--- src/rtl/uart_frame_receiver.sv ---
`default_nettype none
// +----------------------------------------------------------------------------+
// | Module      : uart_frame_receiver                                          |
// | Description : 8N1 UART byte receiver feeding a '!'/'#' framed-packet parser|
// | Revision    : 1.0 - initial release                                        |
// +----------------------------------------------------------------------------+
module uart_frame_receiver #(
    parameter int CLK_FREQ  = 100000000,
    parameter int BAUD_RATE = 57600,
    parameter int MAX_LEN   = 16
) (
    input  logic                 CLK100MHZ,
    input  logic                 reset,
    input  logic                 Uart_RXD,
    output logic                 frame_valid,
    output logic                 frame_type,
    output logic [7:0]           frame_len,
    output logic [MAX_LEN*8-1:0] frame_data,
    output logic                 frame_error,
    output logic                 rx_busy
);

    localparam int c_CLKS_PER_BIT = CLK_FREQ / BAUD_RATE;
    localparam int c_CNT_W        = $clog2(c_CLKS_PER_BIT + 1);
    localparam logic [c_CNT_W-1:0] c_HALF_BIT = c_CNT_W'(c_CLKS_PER_BIT / 2 - 1);
    localparam logic [c_CNT_W-1:0] c_FULL_BIT = c_CNT_W'(c_CLKS_PER_BIT - 1);
    localparam logic [9:0]         c_MAX_LEN  = 10'(MAX_LEN);

    localparam logic [1:0] c_RX_IDLE  = 2'd0;
    localparam logic [1:0] c_RX_START = 2'd1;
    localparam logic [1:0] c_RX_DATA  = 2'd2;
    localparam logic [1:0] c_RX_STOP  = 2'd3;

    localparam logic [2:0] c_IDLE     = 3'd0;
    localparam logic [2:0] c_CMD_LEN  = 3'd1;
    localparam logic [2:0] c_BIN_NDIG = 3'd2;
    localparam logic [2:0] c_BIN_LEN  = 3'd3;
    localparam logic [2:0] c_PAYLOAD  = 3'd4;
    localparam logic [2:0] c_ESCAPE   = 3'd5;
    localparam logic [2:0] c_WAIT_CR  = 3'd6;
    localparam logic [2:0] c_WAIT_LF  = 3'd7;

    // Synchronizer resets low so a line held low across reset release is not seen as a start edge
    logic r_rxd_meta, r_rxd_sync, r_rxd_prev;
    logic w_fall;

    always_ff @(posedge CLK100MHZ or posedge reset) begin
        if (reset) begin
            r_rxd_meta <= 1'b0;
            r_rxd_sync <= 1'b0;
            r_rxd_prev <= 1'b0;
        end else begin
            r_rxd_meta <= Uart_RXD;
            r_rxd_sync <= r_rxd_meta;
            r_rxd_prev <= r_rxd_sync;
        end
    end

    assign w_fall = r_rxd_prev & ~r_rxd_sync;

    logic [1:0]         r_rx_state, w_rx_state_next;
    logic [c_CNT_W-1:0] r_clk_cnt,  w_clk_cnt_next;
    logic [2:0]         r_bit_cnt,  w_bit_cnt_next;
    logic [7:0]         r_shift,    w_shift_next;
    logic               w_byte_valid, w_stop_error;
    logic [7:0]         w_byte_data;

    always_comb begin
        w_rx_state_next = r_rx_state;
        w_clk_cnt_next  = r_clk_cnt + 1'b1;
        w_bit_cnt_next  = r_bit_cnt;
        w_shift_next    = r_shift;
        w_byte_valid    = 1'b0;
        w_stop_error    = 1'b0;
        case (r_rx_state)
            c_RX_IDLE: begin
                w_clk_cnt_next = '0;
                if (w_fall) w_rx_state_next = c_RX_START;
            end
            c_RX_START: begin
                if (r_clk_cnt == c_HALF_BIT) begin
                    w_clk_cnt_next  = '0;
                    w_bit_cnt_next  = '0;
                    w_rx_state_next = r_rxd_sync ? c_RX_IDLE : c_RX_DATA;
                end
            end
            c_RX_DATA: begin
                if (r_clk_cnt == c_FULL_BIT) begin
                    w_clk_cnt_next = '0;
                    w_shift_next   = {r_rxd_sync, r_shift[7:1]};
                    w_bit_cnt_next = r_bit_cnt + 1'b1;
                    if (r_bit_cnt == 3'd7) w_rx_state_next = c_RX_STOP;
                end
            end
            default: begin
                // After a low stop bit, the edge detector needs the line high again before the next start
                if (r_clk_cnt == c_FULL_BIT) begin
                    w_rx_state_next = c_RX_IDLE;
                    w_byte_valid    = r_rxd_sync;
                    w_stop_error    = ~r_rxd_sync;
                end
            end
        endcase
    end

    assign w_byte_data = r_shift;

    always_ff @(posedge CLK100MHZ or posedge reset) begin
        if (reset) begin
            r_rx_state <= c_RX_IDLE;
            r_clk_cnt  <= '0;
            r_bit_cnt  <= '0;
            r_shift    <= '0;
        end else begin
            r_rx_state <= w_rx_state_next;
            r_clk_cnt  <= w_clk_cnt_next;
            r_bit_cnt  <= w_bit_cnt_next;
            r_shift    <= w_shift_next;
        end
    end

    logic [2:0]           r_state, w_state_next;
    logic [9:0]           r_len,   w_len_next;
    logic [1:0]           r_ndig,  w_ndig_next;
    logic [9:0]           r_count, w_count_next;
    logic                 r_type,  w_type_next;
    logic [MAX_LEN*8-1:0] r_buf,   w_buf_next;
    logic                 w_store, w_accept, w_error, w_is_digit;
    logic [3:0]           w_digit;
    logic [9:0]           w_len_acc;
    logic                 r_frame_valid, r_frame_type, r_frame_error;
    logic [7:0]           r_frame_len;
    logic [MAX_LEN*8-1:0] r_frame_data;

    assign w_is_digit = (w_byte_data >= 8'h30) && (w_byte_data <= 8'h39);
    assign w_digit    = w_byte_data[3:0];
    assign w_len_acc  = 10'(r_len * 10'd10) + {6'd0, w_digit};

    always_comb begin
        w_state_next = r_state;
        w_len_next   = r_len;
        w_ndig_next  = r_ndig;
        w_count_next = r_count;
        w_type_next  = r_type;
        w_buf_next   = r_buf;
        w_store      = 1'b0;
        w_accept     = 1'b0;
        w_error      = w_stop_error;
        if (w_byte_valid) begin
            case (r_state)
                c_IDLE: begin
                    if (w_byte_data == 8'h21 || w_byte_data == 8'h23) begin
                        w_state_next = (w_byte_data == 8'h21) ? c_CMD_LEN : c_BIN_NDIG;
                        w_type_next  = (w_byte_data == 8'h23);
                        w_buf_next   = '0;
                        w_len_next   = '0;
                        w_count_next = '0;
                    end
                end
                c_CMD_LEN: begin
                    if (w_is_digit && w_digit != 4'd0) begin
                        w_len_next   = {6'd0, w_digit};
                        w_state_next = c_PAYLOAD;
                    end else begin
                        w_error = 1'b1;
                    end
                end
                c_BIN_NDIG: begin
                    if (w_byte_data >= 8'h31 && w_byte_data <= 8'h33) begin
                        w_ndig_next  = w_byte_data[1:0];
                        w_len_next   = '0;
                        w_state_next = c_BIN_LEN;
                    end else begin
                        w_error = 1'b1;
                    end
                end
                c_BIN_LEN: begin
                    if (!w_is_digit) begin
                        w_error = 1'b1;
                    end else begin
                        w_len_next  = w_len_acc;
                        w_ndig_next = r_ndig - 1'b1;
                        if (r_ndig == 2'd1) begin
                            if (w_len_acc == 10'd0)          w_state_next = c_WAIT_CR;
                            else if (w_len_acc > c_MAX_LEN)  w_error      = 1'b1;
                            else                             w_state_next = c_PAYLOAD;
                        end
                    end
                end
                c_PAYLOAD: begin
                    if (r_type && w_byte_data == 8'h10) w_state_next = c_ESCAPE;
                    else                                w_store      = 1'b1;
                end
                c_ESCAPE:  w_store = 1'b1;
                c_WAIT_CR: begin
                    if (w_byte_data == 8'h0D) w_state_next = c_WAIT_LF;
                    else                      w_error      = 1'b1;
                end
                default: begin
                    if (w_byte_data == 8'h0A) begin
                        w_accept     = 1'b1;
                        w_state_next = c_IDLE;
                    end else begin
                        w_error = 1'b1;
                    end
                end
            endcase
        end
        if (w_store) begin
            for (int k = 0; k < MAX_LEN; k++) begin
                if (r_count == 10'(k)) w_buf_next[k*8 +: 8] = w_byte_data;
            end
            w_count_next = r_count + 1'b1;
            w_state_next = (r_count + 1'b1 == r_len) ? c_WAIT_CR : c_PAYLOAD;
        end
        if (w_error) begin
            w_state_next = c_IDLE;
            w_buf_next   = '0;
        end
    end

    always_ff @(posedge CLK100MHZ or posedge reset) begin
        if (reset) begin
            r_state       <= c_IDLE;
            r_len         <= '0;
            r_ndig        <= '0;
            r_count       <= '0;
            r_type        <= 1'b0;
            r_buf         <= '0;
            r_frame_valid <= 1'b0;
            r_frame_error <= 1'b0;
            r_frame_type  <= 1'b0;
            r_frame_len   <= '0;
            r_frame_data  <= '0;
        end else begin
            r_state       <= w_state_next;
            r_len         <= w_len_next;
            r_ndig        <= w_ndig_next;
            r_count       <= w_count_next;
            r_type        <= w_type_next;
            r_buf         <= w_buf_next;
            r_frame_valid <= w_accept;
            r_frame_error <= w_error;
            if (w_accept) begin
                r_frame_type <= r_type;
                r_frame_len  <= r_len[7:0];
                r_frame_data <= r_buf;
            end
        end
    end

    assign frame_valid = r_frame_valid;
    assign frame_error = r_frame_error;
    assign frame_type  = r_frame_type;
    assign frame_len   = r_frame_len;
    assign frame_data  = r_frame_data;
    assign rx_busy     = (r_state != c_IDLE);

endmodule
`default_nettype wire

--- config.mk ---
export PLATFORM = sky130hd
export DESIGN_NAME = uart_frame_receiver
export DESIGN_NICKNAME = d
export VERILOG_FILES = /design/src/rtl/uart_frame_receiver.sv
export SDC_FILE = /design/constraint.sdc
export NUM_CORES = 1
export LEC_CHECK = 0
export CAP_MARGIN = 20
export CORE_AREA = 2 2 246 248
export CTS_CLUSTER_SIZE = 40
export DETAILED_ROUTE_END_ITERATION = 7
export DIE_AREA = 0 0 248 250
export PLACE_DENSITY_LB_ADDON = 0.12
export SLEW_MARGIN = 20
export SYNTH_ARGS = -nofsm -noshare
export SYNTH_HDL_FRONTEND = slang
export SYNTH_SLANG_ARGS = --single-unit
--- constraint.sdc ---
create_clock -name CLK100MHZ -period 15.5 [get_ports CLK100MHZ]
set_clock_uncertainty 0.05 [all_clocks]
set_input_delay 4.65 -clock CLK100MHZ [delete_from_list [all_inputs] [get_ports CLK100MHZ]]
set_output_delay 4.65 -clock CLK100MHZ [all_outputs]
set_load 0.05 [all_outputs]
Word level (Yosys, flattened, before mapping)
Index checks and enable logic that the tools add are counted.
{ "word_totals": {"register_bits": 320, "in_bits": 3, "out_inout_bits": 140, "wordCells": 193} }
{ "op_classes": {"add_sub_neg": 5, "multipliers": 1, "order_cmp": 5, "n_eq_ne": 50, "n_mux": 81, "bitwise_logic": 2, "n_reduce_logical": 31} }
{ "ops": {"columns": ["operator", "n"], "rows": [
  ["$mux W128", 5],
  ["$mux W8", 16],
  ["$eq A10 B4 Y1 const B", 8],
  ["$mux W10", 7],
  ["$mux W3", 15],
  ["$eq A10 B3 Y1 const B", 4],
  ["$pmux W10 S4", 1],
  ["$pmux W11 S3", 1],
  ["$ne A4 B4 Y1 const B", 7],
  ["$mux W11", 2],
  ["$pmux W3 S7", 1],
  ["$eq A10 B2 Y1 const B", 2],
  ["$logic_not A10 Y1", 2],
  ["$mux W2", 10],
  ["$mux W1", 18],
  ["$eq A8 B4 Y1 const B", 2],
  ["$eq A8 B6 Y1 const B", 2],
  ["$ge A8 B6 Y1 const B", 2],
  ["$le A8 B6 Y1 const B", 2],
  ["$ne A2 B2 Y1 const B", 8],
  ["$eq A3 B3 Y1 const B", 4],
  ["$add A11 B1 Y11 const B", 1],
  ["$eq A11 B10 Y1 const B", 1],
  ["$eq A11 B11 Y1 const B", 1],
  ["other kinds (38)", 53]
]} }

Logic depth before layout (Yosys ltp)
Gate-level depths: netlist of the first run.
{ "logic_depth": {"ltp_word": 11, "mapped_depth": 14, "ltp_nobuf": 12} }

Worst setup path after synthesis of the first run
No wires, ideal clock.
{ "synth_timing": {"path_kind": "register to output", "startpoint": "reg r_state[0]", "endpoint": "out rx_busy", "arrival_ns": 1.083, "required_time_ns": 10.800, "path_slack_ns": 9.717, "path_stages_with_launch": 4, "n_path_buf": 1, "cell_sequence": "dfrtp_1 > buf_2 > nor2_1 > nand2_1"} }
{ "synth_via": {"elab_chain_cells": 1} }
{ "synth_lines": {"columns": ["item", "line", "text"], "rows": [
  ["from (decl)", "122", "logic [2:0] r_state, w_state_next;"],
  ["from (signal assigned)", "224", "r_state <= c_IDLE;"],
  ["from (signal assigned)", "236", "r_state <= w_state_next;"],
  ["$reduce_bool A3 Y1", "257", "assign rx_busy = (r_state != c_IDLE);"],
  ["to (decl)", "20", "output logic rx_busy"]
]} }
Every way passes these cells.

Final worst setup path of the first run
Same ends and word-level chain as after synthesis.

==> results of run 1 <==
-- flip-flops by register name (all words and copies together), names as in the netlist, 2 cells and up --
| name | flops |
|---|---|
| r_count | 10 |
| r_ndig | 2 |
| frame_len | 8 |
| r_buf | 128 |
| r_rx_state | 2 |
| r_len | 10 |
| frame_data | 128 |
| r_state | 3 |
| r_shift | 8 |
| r_bit_cnt | 3 |
| r_clk_cnt | 11 |
-- synth_stat cells (all sizes together), types with 7 or more instances --
cell type | number | area share, %
or4 | 7 | 0.36
and2 | 8 | 0.34
nand2 | 204 | 5.2
dfrtp | 320 | 55
o21ai | 33 | 1.1
xnor2 | 19 | 1.1
mux2 | 149 | 11
nor4 | 9 | 0.63
xor2 | 13 | 0.78
ha | 25 | 2.1
buf | 42 | 1.9
nor2b | 9 | 0.38
nor2 | 42 | 1.1
inv | 23 | 0.59
a21oi | 139 | 7.6
nand3 | 149 | 5.1
nor3 | 12 | 0.48
clkbuf | 30 | 0.77
and3 | 8 | 0.34
-- per-layer routing --
metal / track usage (%) / wire, microns / vias up
met4: 3.92 / 992 / 0
met3: 2.69 / 2290 / 58
li1: - / - / 4872
met5: 0 / 0 / -
met1: 20.3 / 20200 / 5246
met2: 22.4 / 20400 / 233
-- placed cells by master, fill, tap and decap left out, types with 5 or more instances in the layout --
cell	n
or4_1	7
nand2_1	204
ha_1	25
nor2b_1	9
clkdlybuf4s50_1	142
and3_1	8
a21oi_2	110
o31ai_1	5
nor4_1	5
clkbuf_16	40
nor3_1	10
xor2_1	13
and2_1	7
o21ai_0	30
buf_4	13
nand4_1	5
dfrtp_1	320
inv_1	22
mux2_2	148
nor2_1	40
nand3_1	149
nand2b_1	5
a21oi_1	28
clkbuf_8	11
xnor2_1	19
clkbuf_1	9
-- report_power, final --
part           switching, mW  internal (mW)  leakage, nW
clock                  0.372          0.595        0.667
sequential           0.00776          0.843         4.46
combinational         0.0286         0.0106         2.71
-- worst reg2reg max path: cells and delay by family, from the launching register on --
family	cells	cell delay (ns)
adder cells (fa/ha/maj)	2	0.65
AND/OR/NAND/NOR	2	0.55
flip-flops	1	0.70
AO/OA/AOI/OAI	6	1.47
buffers and inverters	3	1.00
-- worst max-delay path by stage --
stage	to	cells after the start	from
2_1_floorplan	frame_data[0]$_DFFE_PP0P_	1	reset
3_3_place_gp	r_buf[33]$_DFF_PP0_	3	reset
3_5_place_dp	r_buf[33]$_DFF_PP0_	3	reset
4_1_cts	rx_busy	3	r_state[0]$_DFFE_PP0P_
5_1_grt	rx_busy	3	r_state[2]$_DFFE_PP0P_
6_report	rx_busy	3	r_state[0]$_DFFE_PP0P_
-- kinds of logic after synthesis --
logic type               synth area share [%]
flip-flops                               54.5
AO/OA/AOI/OAI                            10.8
adder cells (fa/ha/maj)                  2.40
multiplexers                             11.5
XOR/XNOR                                 1.91
buffers and inverters                    3.30
AND/OR/NAND/NOR                          15.5
-- through the flow --
step / setup WS, ns / total power [mW] / util, %
finish: 8.52 / 1.86 / 30.7
global route: 8.42 / 1.94 / 30.7
CTS: 8.49 / 1.89 / 30.6
detailed placement: 8.60 / 0.906 / 28.3
global placement: 8.63 / 0.905 / 28.3
floorplan: 1.94 / 0.893 / -
-- area by class of cell --
class / count / area (sq um)
timing repair buffer: 159 / 1590
fill: 6022 / 41300
tap: 782 / 978
clock buffer: 60 / 1190
sequential: 320 / 8010
inverter: 23 / 93.8
clock inverter: 12 / 180
multi-input combinational: 899 / 6220
==> impl_metrics.py, run 1 <==
metrics = {
    "timing": {
        "slew_violations": 0,
        "period_share_pct": 45.0,
        "max_freq_mhz": 143,
        "tightest_slew_ns": 1.13,
        "rsz0062_at_grt": "no",
        "finalHoldViolCount": 0,
        "fin_crit_ns": 6.98,
        "slew_headroom_pct": 24.7,
        "setup_tns_ns": 0,
        "holdWs_ns": 0.309,
        "finalSetupViolCount": 0,
    },
    "floorplan": {
        "die-area_sq_um": 62000,
        "coreArea_sq_um": 59600,
        "dieHeight_microns": 250,
        "initial_core_util_pct": 24.6,
        "io_pins": 143,
        "core.rowCount": 90,
        "die_w_microns": 248,
    },
    "grt": {
        "grt_max_degree": 137,
        "grt-ovfl-total": 0,
        "grt_pass1_wl_mm": 68.5,
        "grt_usage_pct": 14.4,
        "antenna_found_initial": 1,
        "grt_pass1_vias": 10777,
    },
    "routing": {
        "wl_per_cell_microns": 19.5,
        "route.detailed.drc": 0,
        "first_pass_iters": 5,
        "wirelength_mm": 43.9,
        "vias": 10409,
        "drtIter0Drc": 756,
        "antenna_left": 0,
        "via_per_inst": 4.62,
    },
    "critical_path": {
        "start_kind": "flip-flop",
        "path_cells": "nor2_1 -> nand2_1 -> clkdlybuf4s50_1",
        "reg2reg_from": "r_shift[1]$_DFFE_PP0P_",
        "r2r-end": "r_buf[119]$_DFF_PP0_",
        "worstSetupPathType": "reg -> out",
        "cp.required_ns": 10.80,
        "cp_top_family": "buffers and inverters",
        "arrival_ns": 2.28,
        "critical_path.max_stage_delay_ns": 0.83,
        "path_max_fanout": 13,
        "end_kind": "output port",
        "worst-path-buf-inv": 1,
        "cpMaxStageDelayCell": "clkdlybuf4s50_1",
        "rr_worst_depth": 13,
        "reg2reg_setup_slack_ns": 10.91,
    },
    "yosys": {
        "synth_cells": 1314,
        "ys_types": 66,
        "yosysWarnings": 0,
        "synth_area_per_cell_sq_um": 11.2,
        "syn-num-nets": 1344,
        "ys_async_sr_fraction_pct": 100,
        "seq_area_frac_synth_pct": 54.5,
        "synthFlopType": "dfrtp_1",
        "ys_seq_elements": 320,
        "syn-cell-area_sq_um": 14700,
        "synth-edff-count": 0,
    },
    "hold_path": {
        "holdPathStages": 0,
        "whs_endpoint": "r_rxd_sync$_DFF_PP0_",
        "hold_start": "r_rxd_meta$_DFF_PP0_",
        "holdCritPathClass": "reg -> reg",
    },
    "cts": {
        "postCtsResizedCells": 0,
        "path_clk_slew_ns": 0.06,
        "clock_path_buffers": 3,
        "root_buffer": "clkbuf_16",
        "clk_latency_ns": 0.56,
        "cts_buffers": 39,
        "cts_num_sinks": 320,
        "cts_tree": "built",
        "cts_hold_buf": 0,
        "htree_levels": 2,
        "cts_setup_buffers": 0,
    },
    "layout": {
        "drive_gt1_share_pct": 24.3,
        "final_area_sq_um": 18300,
        "diodes": 0,
        "final_cells": 2255,
        "final_nets": 1472,
        "area_delta_synth_final_pct": 24.4,
    },
    "flow_run": {
        "drv_cap": 0,
    },
    "pwr": {
        "peakVddDrop_mv": 0.0596,
        "p_leak_nw": 7.84,
        "p_per_area_nw_per_um2": 102,
    },
    "place": {
        "place_inst": 2181,
        "io_buffers": 142,
        "hpwlAfterDp_mm": 27.6,
        "place_area_sq_um": 16900,
        "routabilityCongestion": 0.765,
    },
    "status": {
        "status": "finished clean",
    },
}
Note: power is estimated with default switching activity, not from simulation.
==> run 2: changes to the inputs <==
==> constraint.sdc (replaced) <==
create_clock -name CLK100MHZ -period 5.8 [get_ports CLK100MHZ]
set_clock_uncertainty 0.05 [all_clocks]
set_input_delay 1.74 -clock CLK100MHZ [delete_from_list [all_inputs] [get_ports CLK100MHZ]]
set_output_delay 1.74 -clock CLK100MHZ [all_outputs]
set_load 0.05 [all_outputs]
==> impl_metrics.py, run 2 (same netlist as run 1, synthesis figures left out) <==
metrics = {
    "status": {
        "status": "finished clean",
    },
    "layout": {
        "final_nets": 1476,
        "fillCellCount": 6078,
        "final_cell_mix": "dfrtp_1, nand2_1, nand3_1",
        "final_common_cell": "dfrtp_1",
        "diodes": 0,
        "area_delta_synth_final_pct": 25.1,
        "drive_gt1_share_pct": 24.7,
        "final_cells": 2258,
    },
    "floorplan": {
        "initial_core_util_pct": 24.6,
        "coreArea_sq_um": 59600,
        "die_w_microns": 248,
        "io_pins": 143,
        "die-area_sq_um": 62000,
        "dieHeight_microns": 250,
        "core.rowCount": 90,
    },
    "place": {
        "place_inst": 2185,
        "io_buffers": 142,
        "hpwlAfterDp_mm": 28.0,
        "place_ws_ns": 1.80,
        "routabilityCongestion": 0.765,
    },
    "cts": {
        "cts_buffers": 40,
        "cts_tree": "built",
        "path_clk_slew_ns": 0.06,
        "cts_num_sinks": 320,
        "clk_latency_ns": 0.55,
        "cts_setup_buffers": 0,
        "cts_hold_buf": 0,
        "postCtsResizedCells": 0,
        "htree_levels": 2,
        "root_buffer": "clkbuf_16",
        "clock_path_buffers": 3,
    },
    "timing": {
        "setup_tns_ns": 0,
        "holdWs_ns": 0.303,
        "period_share_pct": 72.6,
        "slew_headroom_pct": 21.7,
        "rsz0062_at_grt": "no",
        "max_freq_mhz": 238,
        "finalSetupViolCount": 0,
        "setup_slack_ns": 1.59,
        "tightest_slew_ns": 1.17,
        "fin_crit_ns": 4.21,
        "finalHoldViolCount": 0,
        "slew_violations": 0,
    },
    "pwr": {
        "p_sw_share_pct": 21.4,
        "peakVddDrop_mv": 0.150,
        "p_leak_nw": 7.90,
        "p_seq_share_pct": 44.0,
        "power.internal_mw": 4.06,
        "power_frac_clock_pct": 53.9,
        "switchingPower_mw": 1.10,
        "pwr-share-comb_pct": 2.0,
        "p_per_area_nw_per_um2": 281,
        "total_power_mw": 5.16,
    },
    "routing": {
        "wl_per_cell_microns": 19.3,
        "wirelength_mm": 43.6,
        "first_pass_iters": 5,
        "drtIter0Drc": 557,
        "antenna_left": 0,
        "vias": 10404,
        "via_per_inst": 4.61,
        "route.detailed.drc": 0,
    },
    "critical_path": {
        "r2r-end": "r_buf[119]$_DFF_PP0_",
        "worstSetupPathType": "reg -> out",
        "path_max_fanout": 10,
        "reg2reg_setup_slack_ns": 1.61,
        "reg2reg_from": "r_shift[2]$_DFFE_PP0P_",
        "arrival_ns": 2.42,
        "start_kind": "flip-flop",
        "rr_worst_depth": 12,
        "end_kind": "output port",
        "cp.required_ns": 4.01,
    },
    "grt": {
        "grt_max_degree": 130,
        "grt_usage_pct": 14.2,
        "antenna_found_initial": 0,
        "grt_pass1_vias": 10581,
        "grt_pass1_wl_mm": 67.4,
        "grt-ovfl-total": 0,
    },
    "flow_run": {
        "drv_cap": 0,
    },
    "hold_path": {
        "hold_start": "r_rxd_meta$_DFF_PP0_",
        "holdPathStages": 0,
        "holdCritPathClass": "reg -> reg",
        "whs_endpoint": "r_rxd_sync$_DFF_PP0_",
    },
}
## run 2: worst max-delay path by stage
| stage | to | from | slack [ns] |
|---|---|---|---|
| finish | rx_busy | r_state[1]$_DFFE_PP0P_ | 1.59 |
| floorplan | frame_data[0]$_DFFE_PP0P_ | reset | -0.26 |
| global placement | r_buf[17]$_DFF_PP0_ | r_shift[2]$_DFFE_PP0P_ | 1.81 |
| global route | r_buf[127]$_DFF_PP0_ | r_shift[1]$_DFFE_PP0P_ | 1.42 |
| CTS | rx_busy | r_state[1]$_DFFE_PP0P_ | 1.60 |
| detailed placement | r_buf[5]$_DFF_PP0_ | r_len[1]$_DFFE_PP0P_ | 1.80 |
## run 2: layout make-up
| class | count | area [sq um] | share of cell area [%] |
|---|---|---|---|
| Timing Repair Buffer | 162 | 1610 | 8.74 |
| Sequential cell | 320 | 8010 | 43.6 |
| Multi-Input combinational cell | 899 | 6220 | 33.9 |
| Inverter | 23 | 90.1 | 0.490 |
| Clock inverter | 15 | 285 | 1.55 |
| Tap cell | 782 | 978 | 5.33 |
| Clock buffer | 57 | 1190 | 6.46 |
## run 2: metal layers
metal  global-route usage [%]  wire length (microns)  vias up
met5                        0                      0        -
met4                     3.32                    783        0
met3                     2.61                   1740       54
met2                     23.0                  20900      186
met1                     19.5                  20200     5291
li1                         -                      -     4873
## run 2: worst max-delay path, stage by stage, from the launching register on
cell and delay, ns:
dfrtp_1 0.57, inv_1 0.21, nand2_1 0.24, clkdlybuf4s50_1 0.85
## run 2: metrics by stage
step                area, sq um  util, %
floorplan                 14700        -
global placement          16900     28.4
detailed placement        16900     28.4
CTS                       18400     30.8
global route              18400     30.8
finish                    18400     30.8
## run 2: power by group through the flow
| stage | logic (mW) | clock network [mW] | registers (mW) |
|---|---|---|---|
| final | 0.105 | 2.78 | 2.27 |
| after global routing | 0.126 | 2.97 | 2.27 |
| after CTS | 0.111 | 2.88 | 2.27 |
| after detailed placement | 0.111 | 0 | 2.31 |
| after global placement | 0.109 | 0 | 2.31 |
| after floorplan | 0.0807 | 0 | 2.31 |
==> run 3: changes to the inputs <==
==> constraint.sdc (replaced) <==
create_clock -name CLK100MHZ -period 4.2 [get_ports CLK100MHZ]
set_clock_uncertainty 0.05 [all_clocks]
set_input_delay 1.26 -clock CLK100MHZ [delete_from_list [all_inputs] [get_ports CLK100MHZ]]
set_output_delay 1.26 -clock CLK100MHZ [all_outputs]
set_load 0.05 [all_outputs]
==> impl_metrics.py, run 3 (same netlist as run 1, synthesis figures left out) <==
metrics = {
    "status": {
        "status": "finished clean",
    },
    "pwr": {
        "total_power_mw": 6.62,
        "peakVddDrop_mv": 0.250,
        "p_per_area_nw_per_um2": 361,
        "p_leak_nw": 7.87,
    },
    "timing": {
        "holdWs_ns": 0.301,
        "fin_crit_ns": 3.73,
        "period_share_pct": 88.7,
        "setup_tns_ns": 0,
        "slew_violations": 0,
        "setup_slack_ns": 0.474,
        "finalSetupViolCount": 0,
        "slew_headroom_pct": 39.7,
        "tightest_slew_ns": 0.899,
        "rsz0062_at_grt": "no",
        "max_freq_mhz": 268,
        "finalHoldViolCount": 0,
    },
    "routing": {
        "antenna_left": 0,
        "route.detailed.drc": 0,
        "first_pass_iters": 4,
        "wl_per_cell_microns": 19.2,
        "via_per_inst": 4.54,
        "vias": 10271,
        "drtIter0Drc": 508,
        "wirelength_mm": 43.4,
    },
    "cts": {
        "cts_hold_buf": 0,
        "cts_buffers": 39,
        "htree_levels": 2,
        "clock_path_buffers": 3,
        "cts_num_sinks": 320,
        "postCtsResizedCells": 0,
        "cts_setup_buffers": 0,
        "path_clk_slew_ns": 0.05,
        "clk_latency_ns": 0.56,
        "root_buffer": "clkbuf_16",
        "cts_tree": "built",
    },
    "layout": {
        "final_nets": 1485,
        "final_util_pct": 30.7,
        "fillCellCount": 6085,
        "drive_gt1_share_pct": 24.8,
        "area_delta_synth_final_pct": 24.7,
        "final_common_cell": "dfrtp_1",
        "diodes": 0,
        "final_cell_mix": "dfrtp_1, nand2_1, nand3_1",
    },
    "critical_path": {
        "arrival_ns": 2.42,
        "end_kind": "output port",
        "critPathLaunch": "r_state[1]$_DFFE_PP0P_",
        "worstSetupPathType": "reg -> out",
        "path_max_fanout": 10,
        "start_kind": "flip-flop",
        "cpMaxStageDelayCell": "clkdlybuf4s50_1",
        "cp.required_ns": 2.89,
        "path_cells": "inv_1 -> nand2_1 -> clkdlybuf4s50_1",
        "critical_path.max_stage_delay_ns": 0.84,
        "reg2reg_from": "r_len[1]$_DFFE_PP0P_",
    },
    "place": {
        "routabilityCongestion": 0.804,
        "io_buffers": 142,
        "place_ws_ns": 0.582,
        "hpwlAfterDp_mm": 28.3,
    },
    "hold_path": {
        "holdCritPathClass": "reg -> reg",
        "hold_start": "r_rxd_meta$_DFF_PP0_",
    },
    "floorplan": {
        "dieHeight_microns": 250,
        "core.rowCount": 90,
        "die_w_microns": 248,
        "initial_core_util_pct": 24.6,
        "coreArea_sq_um": 59600,
        "die-area_sq_um": 62000,
        "io_pins": 143,
    },
    "grt": {
        "grt_max_degree": 84,
        "grt_usage_pct": 14.1,
        "grt_pass1_wl_mm": 67.3,
        "antenna_found_initial": 0,
        "grt-ovfl-total": 0,
        "grt_pass1_vias": 10641,
    },
    "flow_run": {
        "drv_cap": 0,
    },
}
[run 3: report_power, final]
part           internal, mW  switching (mW)  leakage, nW
logic                0.0426           0.108         2.79
clock network          1.99            1.34        0.627
registers              3.11          0.0279         4.46
[run 3: worst max-delay path, delay by kind of cell, from the launching register on]
| kind | cells | cell delay, ns |
|---|---|---|
| buf+inv | 2 | 1.05 |
| flops | 1 | 0.59 |
| simple gates | 1 | 0.22 |
[run 3: path summary, 6_finish.rpt]
check,endpoint,slack (ns),cells past startpoint
min in group asynchronous,r_buf[41]$_DFF_PP0_,1.11,2
max in group asynchronous,r_buf[95]$_DFF_PP0_,2.12,3
hold reg to reg,r_rxd_sync$_DFF_PP0_,0.30,0
hold / removal,r_rxd_sync$_DFF_PP0_,0.30,0
setup / recovery,rx_busy,0.47,3
setup reg to reg,r_buf[72]$_DFF_PP0_,0.58,12
[run 3: routing by layer]
layer / vias to the layer above / track usage [%] / wire [microns]
li1: 4892 / - / -
met4: 0 / 4.14 / 1070
met2: 164 / 22.9 / 20700
met5: - / 0 / 0
met3: 65 / 2.43 / 1560
met1: 5150 / 19.3 / 20100
[run 3: area by class of cell]
type                    count  area, sq um  area share [%]
inverters                  23         90.1           0.492
clock buffers              56         1170            6.39
flip-flops and latches    320         8010            43.7
well taps                 782          978            5.34
repair buffers            172         1760            9.61
clock inverters             9         92.6           0.506
multi-input cells         899         6210            33.9
[run 3: per-stage QoR]
| stage | instances | area [sq um] |
|---|---|---|
| after CTS | 2261 | 18300 |
| final | 2261 | 18300 |
| after global routing | 2261 | 18300 |
| after detailed placement | 2196 | 17100 |
| after floorplan | 1314 | 14700 |
| after global placement | 2196 | 17100 |
